<file path="config.mk">
export PLATFORM = sky130hd
export DESIGN_NAME = vga_grid_display
export DESIGN_NICKNAME = d
export VERILOG_FILES = /design/src/rtl/vga_grid_display.sv
export SDC_FILE = /design/constraint.sdc
export NUM_CORES = 1
export LEC_CHECK = 0
export CELL_PAD_IN_SITES_DETAIL_PLACEMENT = 0
export CELL_PAD_IN_SITES_GLOBAL_PLACEMENT = 1
export CORE_MARGIN = 5
export CORE_UTILIZATION = 40
export DETAILED_ROUTE_END_ITERATION = 7
export GPL_TIMING_DRIVEN = 1
export PLACE_DENSITY_LB_ADDON = 0.1
export SYNTH_ARGS = -nofsm -noshare
export SYNTH_HDL_FRONTEND = slang
export SYNTH_SLANG_ARGS = --single-unit
</file>
<file path="constraint.sdc">
create_clock -name clk -period 10.3 [get_ports clk]
set_input_delay 1.545 -clock clk [delete_from_list [all_inputs] [get_ports clk]]
set_output_delay 1.545 -clock clk [all_outputs]
set_load 0.03 [all_outputs]
</file>
<file path="src/rtl/vga_grid_display.sv">
// VGA timing plus three-stage board renderer.
// Shadowed cell/cursor capture at vblank start; blinking cursor.
module vga_grid_display #(
    parameter int H_ACTIVE     = 640,
    parameter int H_FP         = 16,
    parameter int H_SYNC       = 96,
    parameter int H_BP         = 48,
    parameter int V_ACTIVE     = 480,
    parameter int V_FP         = 10,
    parameter int V_SYNC       = 2,
    parameter int V_BP         = 33,
    parameter int ROWS         = 5,
    parameter int COLS         = 5,
    parameter int BOARDS       = 2,
    parameter int CELL_LOG2    = 5,
    parameter int BOARD_X0     = 96,
    parameter int BOARD_GAP    = 128,
    parameter int BOARD_Y0     = 160,
    parameter int BLINK_FRAMES = 30
) (
    input  logic                           clk,
    input  logic                           rst,
    input  logic                           pix_en,
    input  logic [BOARDS*ROWS*COLS*4-1:0]  cells,
    input  logic                           cursor_en,
    input  logic [$clog2(BOARDS)-1:0]      cursor_board,
    input  logic [$clog2(ROWS)-1:0]        cursor_row,
    input  logic [$clog2(COLS)-1:0]        cursor_col,
    output logic                           hsync,
    output logic                           vsync,
    output logic                           sync_b,
    output logic                           blank_b,
    output logic [7:0]                     r,
    output logic [7:0]                     g,
    output logic [7:0]                     b,
    output logic                           frame_start,
    output logic [9:0]                     x,
    output logic [9:0]                     y
);

    localparam int HT     = H_ACTIVE + H_FP + H_SYNC + H_BP;
    localparam int VT     = V_ACTIVE + V_FP + V_SYNC + V_BP;
    localparam int HS_ON  = H_ACTIVE + H_FP;
    localparam int HS_OFF = HS_ON + H_SYNC;
    localparam int VS_ON  = V_ACTIVE + V_FP;
    localparam int VS_OFF = VS_ON + V_SYNC;
    localparam int CELL   = 1 << CELL_LOG2;
    localparam int BRD_W  = COLS * CELL;
    localparam int BRD_H  = ROWS * CELL;
    localparam int PITCH  = BRD_W + BOARD_GAP;
    localparam int BW     = $clog2(BOARDS);
    localparam int RW     = $clog2(ROWS);
    localparam int CW     = $clog2(COLS);
    localparam int NCELL  = BOARDS * ROWS * COLS;
    localparam int IW     = (NCELL > 1) ? $clog2(NCELL) : 1;
    localparam int CNTW   = (BLINK_FRAMES > 1) ? $clog2(BLINK_FRAMES) : 1;

    logic x_wrap, y_wrap, cap;

    logic [NCELL*4-1:0] sh_cells;
    logic               sh_cen;
    logic [BW-1:0]      sh_cb;
    logic [RW-1:0]      sh_cr;
    logic [CW-1:0]      sh_cc;
    logic [CNTW-1:0]    blink_cnt;
    logic               blink_ph;

    logic [11:0]          xe, ye, oy, ox_k;
    logic                 d_in_y, d_hit;
    logic [BW-1:0]        d_board;
    logic [RW-1:0]        d_row;
    logic [CW-1:0]        d_col;
    logic [CELL_LOG2-1:0] d_lx, d_ly;
    logic                 d_hs, d_vs, d_act;

    logic                 s1_hs, s1_vs, s1_act, s1_hit;
    logic [BW-1:0]        s1_board;
    logic [RW-1:0]        s1_row;
    logic [CW-1:0]        s1_col;
    logic [CELL_LOG2-1:0] s1_lx, s1_ly;

    logic [IW-1:0]  idx;
    logic [3:0]     code;
    logic           cur_hit, border;
    logic [23:0]    pix;

    assign x_wrap = (x == 10'(HT - 1));
    assign y_wrap = (y == 10'(VT - 1));
    assign cap    = pix_en && x_wrap && (y == 10'(V_ACTIVE - 1));

    // Stage 0: raster counters
    always_ff @(posedge clk or posedge rst) begin
        if (rst) begin
            x <= '0;
            y <= '0;
        end else if (pix_en) begin
            x <= x_wrap ? 10'd0 : x + 10'd1;
            if (x_wrap)
                y <= y_wrap ? 10'd0 : y + 10'd1;
        end
    end

    // Vblank-start capture of board data, cursor and blink phase
    always_ff @(posedge clk or posedge rst) begin
        if (rst) begin
            frame_start <= 1'b0;
            sh_cells    <= '0;
            sh_cen      <= 1'b0;
            sh_cb       <= '0;
            sh_cr       <= '0;
            sh_cc       <= '0;
            blink_cnt   <= '0;
            blink_ph    <= 1'b1;
        end else begin
            frame_start <= cap;
            if (cap) begin
                sh_cells <= cells;
                sh_cen   <= cursor_en;
                sh_cb    <= cursor_board;
                sh_cr    <= cursor_row;
                sh_cc    <= cursor_col;
                if (blink_cnt == CNTW'(BLINK_FRAMES - 1)) begin
                    blink_cnt <= '0;
                    blink_ph  <= ~blink_ph;
                end else begin
                    blink_cnt <= blink_cnt + CNTW'(1);
                end
            end
        end
    end

    // Stage 1 decode: which board/cell the counter sits in, plus sync/blank
    always_comb begin
        xe      = {2'b00, x};
        ye      = {2'b00, y};
        oy      = ye - 12'(BOARD_Y0);
        d_in_y  = (ye >= 12'(BOARD_Y0)) && (oy < 12'(BRD_H));
        d_hit   = 1'b0;
        d_board = '0;
        d_col   = '0;
        d_lx    = '0;
        ox_k    = '0;
        for (int k = 0; k < BOARDS; k++) begin
            ox_k = xe - 12'(BOARD_X0 + k * PITCH);
            if (d_in_y && xe >= 12'(BOARD_X0 + k * PITCH) &&
                ox_k < 12'(BRD_W)) begin
                d_hit   = 1'b1;
                d_board = BW'(k);
                d_col   = ox_k[CELL_LOG2 +: CW];
                d_lx    = ox_k[CELL_LOG2-1:0];
            end
        end
        d_row = oy[CELL_LOG2 +: RW];
        d_ly  = oy[CELL_LOG2-1:0];
        d_hs  = !(x >= 10'(HS_ON) && x < 10'(HS_OFF));
        d_vs  = !(y >= 10'(VS_ON) && y < 10'(VS_OFF));
        d_act = (x < 10'(H_ACTIVE)) && (y < 10'(V_ACTIVE));
    end

    // Stage 1 register
    always_ff @(posedge clk or posedge rst) begin
        if (rst) begin
            s1_hs    <= 1'b1;
            s1_vs    <= 1'b1;
            s1_act   <= 1'b0;
            s1_hit   <= 1'b0;
            s1_board <= '0;
            s1_row   <= '0;
            s1_col   <= '0;
            s1_lx    <= '0;
            s1_ly    <= '0;
        end else if (pix_en) begin
            s1_hs    <= d_hs;
            s1_vs    <= d_vs;
            s1_act   <= d_act;
            s1_hit   <= d_hit;
            s1_board <= d_board;
            s1_row   <= d_row;
            s1_col   <= d_col;
            s1_lx    <= d_lx;
            s1_ly    <= d_ly;
        end
    end

    // Stage 2 colour selection in priority order
    always_comb begin
        idx     = IW'((int'(s1_board) * ROWS + int'(s1_row)) * COLS
                      + int'(s1_col));
        code    = 4'(sh_cells >> {idx, 2'b00});
        cur_hit = sh_cen && blink_ph && (sh_cb == s1_board) &&
                  (sh_cr == s1_row) && (sh_cc == s1_col);
        border  = (s1_lx < CELL_LOG2'(2)) ||
                  (s1_lx >= CELL_LOG2'(CELL - 2)) ||
                  (s1_ly < CELL_LOG2'(2)) ||
                  (s1_ly >= CELL_LOG2'(CELL - 2));
        pix     = 24'h000000;
        if (!s1_act) begin
            pix = 24'h000000;
        end else if (s1_hit && cur_hit && border) begin
            pix = 24'hFFFF00;
        end else if (s1_hit && (s1_lx == '0 || s1_ly == '0)) begin
            pix = 24'h404040;
        end else if (s1_hit) begin
            case (code)
                4'd0:    pix = 24'h000080;
                4'd1:    pix = 24'h808080;
                4'd2:    pix = 24'hFF0000;
                4'd3:    pix = 24'hFFFFFF;
                4'd4:    pix = 24'h800000;
                default: pix = 24'hFF00FF;
            endcase
        end
    end

    // Stage 2 output register
    always_ff @(posedge clk or posedge rst) begin
        if (rst) begin
            hsync   <= 1'b1;
            vsync   <= 1'b1;
            sync_b  <= 1'b1;
            blank_b <= 1'b0;
            r       <= '0;
            g       <= '0;
            b       <= '0;
        end else if (pix_en) begin
            hsync   <= s1_hs;
            vsync   <= s1_vs;
            sync_b  <= s1_hs & s1_vs;
            blank_b <= s1_act;
            r       <= pix[23:16];
            g       <= pix[15:8];
            b       <= pix[7:0];
        end
    end

endmodule

</file>
# --- After elaboration in Yosys (flattened, before gate mapping) ---
# Cells that the tools add are included.
op_classes:
  addsub: 8
  n_mul: 2
  magnitude_cmp: 16
  eq_ne: 11
  shifts: 1
  muxes: 15
  bitwise_logic: 2
  reduce_logical: 28
op_table:
  columns: ["op", "count"]
  rows:
  - ["200-bit by 8-bit >> shifter with 4-bit output", 1]
  - ["24-bit case mux with 5 select lines", 1]
  - ["24-bit two-way mux", 4]
  - ["12-bit by 8-bit less-than comparator with 1-bit output, second input constant", 3]
  - ["10-bit by 1-bit adder with 10-bit output, second input constant", 2]
  - ["10-bit equality test, second input constant", 2]
  - ["10-bit by 9-bit >= comparator with 1-bit output, second input constant", 2]
  - ["10-bit less-than comparator, second input constant", 2]
  - ["10-bit by 9-bit less-than comparator with 1-bit output, second input constant", 2]
  - ["10-bit two-way mux", 2]
  - ["1-bit logical AND", 17]
  - ["5-bit two-way mux", 3]
  - ["10-bit by 7-bit subtractor with 11-bit output, second input constant", 1]
  - ["10-bit by 8-bit subtractor with 11-bit output, second input constant", 1]
  - ["10-bit by 9-bit subtractor with 11-bit output, second input constant", 1]
  - ["10-bit by 9-bit equality test with 1-bit output, second input constant", 1]
  - ["10-bit >= comparator, second input constant", 1]
  - ["10-bit by 7-bit >= comparator with 1-bit output, second input constant", 1]
  - ["10-bit by 8-bit >= comparator with 1-bit output, second input constant", 1]
  - ["5-bit >= comparator, second input constant", 2]
  - ["5-bit zero test", 2]
  - ["5-bit by 2-bit less-than comparator with 1-bit output, second input constant", 2]
  - ["4-bit by 2-bit equality test with 1-bit output, second input constant", 2]
  - ["6-bit by 3-bit adder with 6-bit output", 1]
  - ["other kinds (17)", 26]
word_totals:
  ff_bits: 284
  input_bits: 211
  out_inout_bits: 49
  elab_cells: 109

# --- Longest topological paths before layout ---
depth:
  ltp_word: 11
  ltp_mapped: 16
  ltp_nobuf: 14

# --- Worst setup path after synthesis ---
# No wires, ideal clock.
synth_timing:
  path_kind: "reg2reg"
  from: "reg s1_board"
  to: "reg r[7]"
  setup_time_ns: 0.126
  arrival_time_ns: 4.284
  required_ns: 10.174
  setup_slack_ns: 5.890
  path_stages_with_launch: 15
  n_path_buf: 2
  synth_period_minus_slack_ns: 4.410
  cell_sequence: "dfrtp_1 ha_1 ha_1 xor2_1 ha_1 ha_1 fa_1 clkbuf_8 clkbuf_1 mux4_2 mux2_2 mux2i_1 o221ai_1 or4_1 a221o_1"
synth_between:
  elab_chain_cells: 11
  word_cells_on_any_way: 21
  cone_classes: "2 x add/sub; 2 x mul; 5 x eq/ne; 1 x shift; 5 x mux; 6 x reduce/logical"
synth_lines:
  columns: ["item", "line", "text"]
  rows:
  - ["from (decl)", "77", "logic [BW-1:0] s1_board;"]
  - ["from (signal assigned)", "177", "s1_board <= d_board;"]
  - ["1-bit by 3-bit multiplier with 4-bit output", "187", "idx = IW'((int'(s1_board) * ROWS + int'(s1_row)) * COLS"]
  - ["4-bit by 3-bit adder with 5-bit output", "187", null]
  - ["5-bit by 3-bit multiplier with 6-bit output", "187", null]
  - ["6-bit by 3-bit adder with 6-bit output", "188", "+ int'(s1_col));"]
  - ["200-bit by 8-bit >> shifter with 4-bit output", "189", "code = 4'(sh_cells >> {idx, 2'b00});"]
  - ["4-bit by 3-bit equality test with 1-bit output (tied with other cells)", "204", "case (code)"]
  - ["24-bit case mux with 5 select lines", "204", null]
  - ["24-bit two-way mux", "203", "end else if (s1_hit) begin"]
  - ["24-bit two-way mux", "201", "end else if (s1_hit && (s1_lx == '0 || s1_ly == '0)) begin"]
  - ["24-bit two-way mux (*)", "199", "end else if (s1_hit && cur_hit && border) begin"]
  - ["24-bit two-way mux (*)", "197", "if (!s1_act) begin"]
  - ["to (signal assigned)", "230", "r <= pix[23:16];"]
  - ["to (decl)", "33", "output logic [7:0] r,"]
# Mark *: on every way between the ends. The rest lies on a longest branch, timed or not.
# A chain may end at the register's enable or synchronous reset.

# --- Worst setup path in the final report ---
layout_timing:
  from: "reg s1_board"
  to: "reg g[5]"
layout_between:
  elab_chain_cells: 11
  word_cells_on_any_way: 21
  cone_classes: "2 x add/sub; 2 x mul; 5 x eq/ne; 1 x shift; 5 x mux; 6 x reduce/logical"
layout_lines:
  columns: ["item", "line", "text"]
  rows:
  - ["1-bit by 3-bit multiplier with 4-bit output", "187", null]
  - ["4-bit by 3-bit adder with 5-bit output", "187", null]
  - ["5-bit by 3-bit multiplier with 6-bit output", "187", null]
  - ["6-bit by 3-bit adder with 6-bit output", "188", null]
  - ["200-bit by 8-bit >> shifter with 4-bit output", "189", null]
  - ["4-bit by 3-bit equality test with 1-bit output (tied with other cells)", "204", null]
  - ["24-bit case mux with 5 select lines", "204", null]
  - ["24-bit two-way mux", "203", null]
  - ["24-bit two-way mux", "201", null]
  - ["24-bit two-way mux (*)", "199", null]
  - ["24-bit two-way mux (*)", "197", null]
  - ["to (signal assigned)", "231", "g <= pix[15:8];"]
  - ["to (decl)", "34", "output logic [7:0] g,"]
# Marked as above.

==> impl_metrics.tcl <==
set metrics [dict create \
    nets 1806 \
    antenna_found_initial 4 \
    die_w_um 191 \
    ir_drop_mv 0.137 \
    htreeDepth 1 \
    die_h_um 191 \
    fin_tns_setup_ps 0 \
    cts_buffers 31 \
    drv_cap 0 \
    cts_tree "done" \
    grt_pass1_vias 10200 \
    numPortBuffers 259 \
    wl_per_cell_um 17.7 \
    slew_headroom_pct 31.1 \
    p_comb_share_pct 9.2 \
    ys_types 65 \
    clockBufferDepth 3 \
    yosysSeqAreaShare_pct 51.5 \
    cp_common_cell "ha_1" \
    dp_cells 1977 \
    fin_hold_ws_ps 456 \
    insertion_delay_ps 560 \
    pre_cts_slack_ps 4690 \
    drtIter0Drc 565 \
    period_needed_ps 5570 \
    routed_wl_um 36100 \
    vias 10000 \
    cts_post_setup_buffers_inserted 0 \
    endpoint_kind "flip-flop" \
    cp_cell_sequence "ha_1 > ha_1 > xor2_1 > ha_1 > ha_1 > fa_2 > clkinv_1 > mux2i_1 > mux4_2 > mux2i_1 > nor3b_1 > and2_1 > a221o_1" \
    cts_num_sinks 269 \
    cp-start-kind "flip-flop" \
    grt_setup_unrepaired "no" \
    ctsResizeCount 0 \
    core-area_mm2 0.0325 \
    fmax_ghz 0.179 \
    total_power_mw 2.35 \
    overflow 0 \
    synthCells 1359 \
    p_sw_share_pct 23.9 \
    final.setup_skew_ps 15.6 \
    start_util_pct 40.3 \
    fin_util_pct 51.8 \
    fillerInstances 2987 \
    ys_seq_elements 269 \
    synth_fp_nets 1597 \
    drtPass1Iterations 5 \
    synthArstFlopShare_pct 100 \
    worst_slack_ps 4730 \
    switchingPower_mw 0.561 \
    drive_gt1_share_pct 7.35 \
    slew_viol_final 0 \
    worst_pin_slew_ps 1030 \
    period_share_pct 54.1 \
    grt_max_degree 133 \
    seq_power_share_pct 47.1 \
    cts-root-buf "clkbuf_16" \
    yosysWarnings 0 \
    synth_area_leaders "dfrtp_1 50%, nand2_1 19%, mux4_2 6.5%" \
    internal-power_mw 1.79 \
    antenna_left 0 \
    path_clk_slew_ps 60 \
    synth_edf_count 0 \
    slowest_delay_ps 1260 \
    vias_per_cell 4.93 \
    netlist_area_mm2 0.0131 \
    hold_buffers 0 \
    final_area_mm2 0.0168 \
    syn_area_per_cell_um2 9.63 \
    p_per_area_mw_per_mm2 140 \
    dp_hpwl_um 25000 \
    synth_area_leader_cell "dfrtp_1" \
    hp-class "flip-flop to flip-flop" \
    drc 0 \
    design.die.area_mm2 0.0364 \
    area_growth_pct 28.3 \
    status "finished clean" \
    path_class "flip-flop to flip-flop" \
    finalHoldViolCount 0 \
    finalNonFillerCells 2035 \
    cp_slowest_cell "fa_2" \
    required_ps 10790 \
    clockPowerShare_pct 43.7 \
    ios 260 \
    cp.arrival_ps 6070 \
    p_leak_nw 8.29 \
    setup_viol 0 \
    ys.flop_type "dfrtp_1" \
    postPlaceCellArea_mm2 0.0159 \
    grt_pass1_wl_um 56900 \
    synth.top_cell.area_share_pct 50.3 \
    worstPathMaxFanout 28 \
    gp_congestion 0.793 \
    num_rows 66 \
    grt_usage_pct 19.6 \
]
power groups by stage:
| stage | clock network (mW) | logic (mW) | registers, mW |
|---|---|---|---|
| after floorplan | 0 | 0.0592 | 1.14 |
| after global placement | 0 | 0.220 | 1.12 |
| after detailed placement | 0 | 0.220 | 1.12 |
| after CTS | 1.05 | 0.221 | 1.11 |
| after global routing | 1.10 | 0.234 | 1.11 |
| final | 1.03 | 0.217 | 1.11 |
cell usage in the layout, fill, tap and decap left out, drive strengths merged, types with 14 or more instances in the layout:
| cell | count |
|---|---|
| xnor2 | 20 |
| o21ai | 23 |
| nor2 | 37 |
| nand3 | 16 |
| xor2 | 14 |
| dfrtp | 263 |
| inv | 23 |
| mux2i | 28 |
| clkdlybuf4s50 | 259 |
| ha | 26 |
| nand2 | 653 |
| clkbuf | 52 |
| mux4 | 52 |
worst max-delay path, delay by kind of cell (launching register included):
family / cells / cell delay, ps
AOI/OAI and AO/OA: 1 / 130
and+or+nand+nor: 2 / 520
DFF: 1 / 420
buffers and inverters: 1 / 610
xor gates and xnor gates: 1 / 220
muxes: 3 / 1300
adders and majority gates: 5 / 2300
sequential cells by signal, summed over array words and instances, names as in the netlist, 3 cells and up:
signal     flops
sh_cells     200
x             10
y             10
blink_cnt      5
s1_lx          5
s1_ly          5
b              3
g              3
r              3
s1_col         3
s1_row         3
sh_cc          3
sh_cr          3
logic make-up (layout without fill, tap and decap cells):
family	after synthesis	count (layout)	synth area share [%]
simple gates	747	747	22.5
flops	269	269	51.5
buf+inv	115	348	4.44
mux	90	90	12.3
compound gates	76	76	4.04
xor+xnor	34	34	2.48
fa+ha+maj	28	28	2.71
other cells	0	1	0
cell type report:
class                           instances  area, um^2  share of cell area [%]
Sequential cell                       269        6740                    40.1
Timing Repair Buffer                  268        2660                    15.8
Clock inverter                          5        31.3                   0.186
Clock buffer                           52         905                    5.39
Tap cell                              442         553                    3.29
Multi-Input combinational cell        975        5810                    34.6
Antenna cell                            1        2.50                  0.0149
Inverter                               23        93.8                   0.559
worst paths after layout:
check / cells after the start / start / slack (ps) / endpoint
min reg2reg: 2 / sh_cells[14]$_DFFE_PP0P_ / 460 / sh_cells[14]$_DFFE_PP0P_
max: 13 / s1_board$_DFFE_PP0P_ / 4730 / g[5]$_DFFE_PP0P_
max reg2reg: 13 / s1_board$_DFFE_PP0P_ / 4730 / g[5]$_DFFE_PP0P_
min: 2 / sh_cells[14]$_DFFE_PP0P_ / 460 / sh_cells[14]$_DFFE_PP0P_
max in group asynchronous: 3 / rst / 7150 / sh_cells[96]$_DFFE_PP0P_
min in group asynchronous: 2 / rst / 1580 / sh_cells[2]$_DFFE_PP0P_
routing by layer:
layer  wire length (um)  vias to the layer above  track usage, %
met2              17500                      224            32.3
li1                   -                     4869               -
met5                 37                        -               0
met4                619                        6            3.59
met1              16200                     4896            27.6
met3               1710                       40            3.43
synthesized netlist by cell type (all sizes together) (5+ instances only):
library cell	instances
xor2	14
nand4	8
mux4	52
clkbuf	61
a221o	5
ha	26
and4	6
buf	31
dfrtp	263
xnor2	20
o21ai	23
a22o	5
mux2i	28
inv	22
a21oi	10
dfstp	6
nor2	37
mux2	10
nand3	16
nand2	653
No activity file was read; power rests on OpenSTA's default activity.
